$ cat src/rtl/barcode_entry_buffer.sv
// Keypad barcode entry buffer: collects BCD digits with backspace/clear,
// validates requests, and hands a completed barcode downstream via valid/ready.
module barcode_entry_buffer #(
  parameter int NUM_DIGITS  = 4,
  parameter bit AUTO_COMMIT = 1'b0,
  localparam int CW = $clog2(NUM_DIGITS + 1)
) (
  input  logic                    clk,
  input  logic                    reset,
  input  logic [3:0]              digit_in,
  input  logic                    digit_strobe,
  input  logic                    backspace,
  input  logic                    clear,
  input  logic                    commit,
  output logic [4*NUM_DIGITS-1:0] barcode_out,
  output logic [NUM_DIGITS-1:0]   digit_valid_mask,
  output logic [CW-1:0]           num_digits_entered,
  output logic                    barcode_completed,
  output logic                    barcode_valid,
  input  logic                    barcode_ready,
  output logic                    error_pulse
);

  typedef enum logic {EDIT, HOLD} state_t;

  localparam logic [CW-1:0] FULL = CW'(NUM_DIGITS);
  localparam logic [CW-1:0] LAST = CW'(NUM_DIGITS - 1);

  state_t                  state, state_next;
  logic [4*NUM_DIGITS-1:0] digits, digits_next;
  logic [CW-1:0]           count, count_next;
  logic [NUM_DIGITS-1:0]   mask_q, mask_next;
  logic                    completed_q, completed_next;
  logic                    error_q, error_next;

  always_ff @(posedge clk) begin
    if (reset) begin
      state       <= EDIT;
      digits      <= '0;
      count       <= '0;
      mask_q      <= '0;
      completed_q <= 1'b0;
      error_q     <= 1'b0;
    end else begin
      state       <= state_next;
      digits      <= digits_next;
      count       <= count_next;
      mask_q      <= mask_next;
      completed_q <= completed_next;
      error_q     <= error_next;
    end
  end

  // Only one request acts per cycle; lower-priority requests are dropped.
  always_comb begin
    state_next  = state;
    digits_next = digits;
    count_next  = count;
    error_next  = 1'b0;
    case (state)
      EDIT: begin
        if (clear) begin
          digits_next = '0;
          count_next  = '0;
        end else if (backspace) begin
          if (count == '0) begin
            error_next = 1'b1;
          end else begin
            digits_next = {4'd0, digits[4*NUM_DIGITS-1:4]};
            count_next  = count - CW'(1);
          end
        end else if (digit_strobe) begin
          if (count == FULL || digit_in > 4'd9) begin
            error_next = 1'b1;
          end else begin
            digits_next = {digits[4*NUM_DIGITS-5:0], digit_in};
            count_next  = count + CW'(1);
            if (AUTO_COMMIT && count == LAST) state_next = HOLD;
          end
        end else if (commit && !AUTO_COMMIT) begin
          if (count == FULL) state_next = HOLD;
          else               error_next = 1'b1;
        end
      end
      HOLD: begin
        // CLEAR and a completed transfer both empty the buffer.
        if (clear || barcode_ready) begin
          digits_next = '0;
          count_next  = '0;
          state_next  = EDIT;
        end else if (digit_strobe || backspace || (commit && !AUTO_COMMIT)) begin
          error_next = 1'b1;
        end
      end
      default: state_next = EDIT;
    endcase
  end

  always_comb begin
    mask_next = '0;
    for (int i = 0; i < NUM_DIGITS; i++) begin
      mask_next[i] = (CW'(i) < count_next);
    end
    completed_next = (count_next == FULL);
  end

  assign barcode_out        = digits;
  assign digit_valid_mask   = mask_q;
  assign num_digits_entered = count;
  assign barcode_completed  = completed_q;
  assign barcode_valid      = (state == HOLD);
  assign error_pulse        = error_q;

endmodule

$ cat config.mk
export PLATFORM = sky130hd
export DESIGN_NAME = barcode_entry_buffer
export DESIGN_NICKNAME = d
export VERILOG_FILES = /design/src/rtl/barcode_entry_buffer.sv
export SDC_FILE = /design/constraint.sdc
export NUM_CORES = 1
export LEC_CHECK = 0
export ABC_AREA = 1
export BUFFER_PORTS_ARGS = -buffer_cell sky130_fd_sc_hd__clkbuf_2
export CORE_MARGIN = 2
export CORE_UTILIZATION = 51
export DETAILED_ROUTE_END_ITERATION = 6
export GPL_TIMING_DRIVEN = 0
export PLACE_DENSITY = 0.76
export RECOVER_POWER = 25
export SYNTH_ARGS = -nofsm -noshare
export SYNTH_HDL_FRONTEND = slang
export SYNTH_SLANG_ARGS = --single-unit
$ cat constraint.sdc
create_clock -name clk -period 2.2 [get_ports clk]
set_input_delay 0.33 -clock clk [delete_from_list [all_inputs] [get_ports clk]]
set_output_delay 0.33 -clock clk [all_outputs]
set_load 0.03 [all_outputs]
==> summary.txt <==
Synthesis
  – Synth Area in Simple Gates: 22.30%
  – Largest family of logic cells by synthesized area: compound AO/OA/AOI/OAI gates
  – Synth top area share: 37.95%
  – Cell count after synthesis: approximately 180
  – Yosys Warn Count: 0
  – Post-synth cell types: 24
  – Synth area leaders: dfxtp_1, a21oi_1, o21ai_0, inv_1, nand3_1
  – Seq cells post-synth: 25
  – Avg Synthesized Cell Area: 7.536 um2
  – Largest area contributor in the netlist: dfxtp_1
  – Synth Area in Compound Gates: 25.71%
  – Synthesized cell area: 1319 um2
  – Synth Area in Adders: 2.846%
  – Mux cell area share after synthesis: 0%
  – Post-Synth XOR/XNOR Area: 0%
  – Syn nets: 189
  – Sequential-to-total area share from yosys stat: 37.95%

CTS
  – H-tree Lvls: 1
  – CTS tree: yes
  – Clock latency on the worst-skew pair: 320 ps
  – Total CTS buffers: 3
  – Cell at the root of the clock tree: clkbuf_4
  – Resized cells post-CTS: 0
  – CTS Buffer Depth: 2
  – Hold buffer count at CTS: 0
  – Reg clk slew, reported paths: approximately 140 ps
  – Post-CTS setup buffer count: 0
  – CTS Sinks: 25

Placement
  – Gpl congestion: 0.8701
  – # placed instances: 241
  – Port buffer count: 36
  – HPWL after DPL: 2.460 mm

Route
  – DRT iter0 DRCs: 44
  – DRC: 0
  – Post-DRT Antenna Nets: 0
  – Wire length per cell: about 13 um
  – Routed vias: 1320
  – Pre-antenna DRT Iters: 4
  – Post-DR vias/cell: about 5.4
  – Final wirelength: ~3.3 mm

Pwr
  – Maximum vdd drop: between 0.6 and 0.7 mV
  – Leakage: roughly 0.00068 uW
  – Pwr dens: 630.0 nW/um2

Timing
  – Total Negative Setup Slacks: 0 ps
  – Final cycle utilization of the critical path: 85.42%
  – Final Hold Viols: 0
  – Max Clock Freq: 532.1 MHz
  – Setup-failing EPs final: 0
  – Worst-case clock skew: roughly 4.8 ps
  – Relative slew slack: 65.51%
  – Worst-Margin Slew: 517.3 ps
  – RSZ-0062 raised after global routing: false
  – Tmin final: 1879 ps
  – Count of pins over their slew limit: 0

Die
  – Die Y: between 50 and 60 um
  – Core Box Area: 2455 um2
  – # IOs: 37
  – Die Width: 54.85 um
  – Starting Density: 53.72%
  – Die area: between 3000 and 4000 um2
  – Rows: 18

Setup path
  – Critical path type: flop to flop
  – CP Capture Type: flop
  – Crit-path max FO: 10
  – Crit path required time: 2430 ps
  – WP data arrival: approximately 2100 ps
  – Critical Path Start Type: flop

Run
  – Max-Cap Viols: 0

GRT
  – GRT Util Overall: 24.84%
  – First-pass GRT wire length: 5.388 mm
  – Initial antenna violation count: 0
  – Vias in the first global route: ~1200
  – GRT overflow: 0
  – Pin count of the biggest net entering global routing: 15

Final layout
  – Diode count: 0
  – Number of fill cells: 251
  – Nets: 230
  – Most frequent cells in the layout: dfxtp_1, clkbuf_2, inv_1, a21oi_1, nand2_1
  – Layout Area Growth over Synthesis: 17.46%
  – Non-Filler Instances: 245
  – FF/Latch Area: about 500 um2
  – Most common cell after layout, fill and taps aside: dfxtp_1
  – Layout cells sized above 1: 27.91%
  – Area of the multi-input gates: 670.6 um2

Worst hold path
  – Class of the worst hold path: primary input to flop

Outcome
  – Status: complete, no violations
==> layer usage <==
| metal | vias to the layer above | track usage, % | wire, um |
|---|---|---|---|
| met5 | - | 0 | 0 |
| met4 | 0 | 9.167 | 27 |
| met3 | 4 | 4.645 | 197 |
| met2 | 41 | 42.86 | 1646 |
| met1 | 611 | 30.28 | 1431 |
| li1 | 664 | - | - |
==> kinds of logic (layout without fill, tap and decap cells) <==
logic type	Yosys count	after routing
AO/OA/AOI/OAI	57	57
adder cells (fa/ha/maj)	3	3
buffers and inverters	33	73
flip-flops	25	25
AND/OR/NAND/NOR	57	57
==> cells in the mapped netlist <==
| master | n |
|---|---|
| ha_1 | 3 |
| buf_2 | 4 |
| o21ai_1 | 1 |
| o22ai_1 | 4 |
| o21ai_2 | 4 |
| nor2_1 | 5 |
| nor2_4 | 3 |
| nand2_1 | 20 |
| dfxtp_1 | 25 |
| inv_1 | 22 |
| inv_2 | 3 |
| nor2_2 | 1 |
| a21oi_1 | 22 |
| nand4_1 | 4 |
| clkbuf_1 | 1 |
| buf_6 | 2 |
| or2_1 | 1 |
| o21ai_0 | 19 |
| nand2_4 | 1 |
| a21oi_2 | 6 |
| nand2_2 | 6 |
| a21oi_4 | 1 |
| buf_4 | 1 |
| nand3_1 | 16 |
==> layout make-up <==
| cell class | count | share of cell area (%) |
|---|---|---|
| Buffer | 8 | 3.473 |
| Clock buffer | 3 | 1.454 |
| Clock inverter | 1 | 0.3231 |
| Inverter | 25 | 6.058 |
| Multi-Input combinational cell | 117 | 43.30 |
| Sequential cell | 25 | 32.31 |
| Tap cell | 30 | 2.423 |
| Timing Repair Buffer | 36 | 10.66 |
==> critical path, cell delays in order (launching register included) <==
cell and delay, ps:
dfxtp_1 460, inv_1 90, ha_1 260, a21oi_2 220
nand2_1 130, nand2_2 160, nand2_4 110, buf_6 180
o21ai_2 130, a21oi_2 40
==> sequential cells by signal, summed over array words and instances (netlist names) <==
signal              flops
barcode_out            16
digit_valid_mask        3
num_digits_entered      3
barcode_completed       1
barcode_valid           1
error_pulse             1
==> power by group <==
| group | total [uW] | internal [uW] | switching, uW |
|---|---|---|---|
| clock network | 209 | 68.2 | 141 |
| logic | 265 | 80.6 | 184 |
| registers | 502 | 481 | 20.4 |
| total | 976 | 630 | 346 |
==> final timing paths <==
check / slack [ps] / to / cells past startpoint / start
max reg2reg: 320 / barcode_out[11]$_SDFFE_PP0P_ / 9 / num_digits_entered[1]$_SDFF_PP0_
min: 240 / barcode_out[0]$_SDFFE_PP0P_ / 2 / reset
max: 320 / barcode_out[11]$_SDFFE_PP0P_ / 9 / num_digits_entered[1]$_SDFF_PP0_
min reg2reg: 490 / barcode_out[1]$_SDFFE_PP0P_ / 2 / barcode_out[1]$_SDFFE_PP0P_
==> through the flow <==
step	power (uW)	instance area (um2)	util [%]	worst slack [ps]	hold slack, ps
global route	1020	1549	63.10	196.3	231.7
floorplan	703.4	1319	-	363.2	392.4
detailed placement	777.8	1536	62.59	389.3	473.9
CTS	983.4	1564	63.71	369.4	238.8
global placement	772.9	1536	62.59	426.8	472.7
finish	975.9	1549	63.10	320.8	244.9
(Power assumes the default switching activity.)
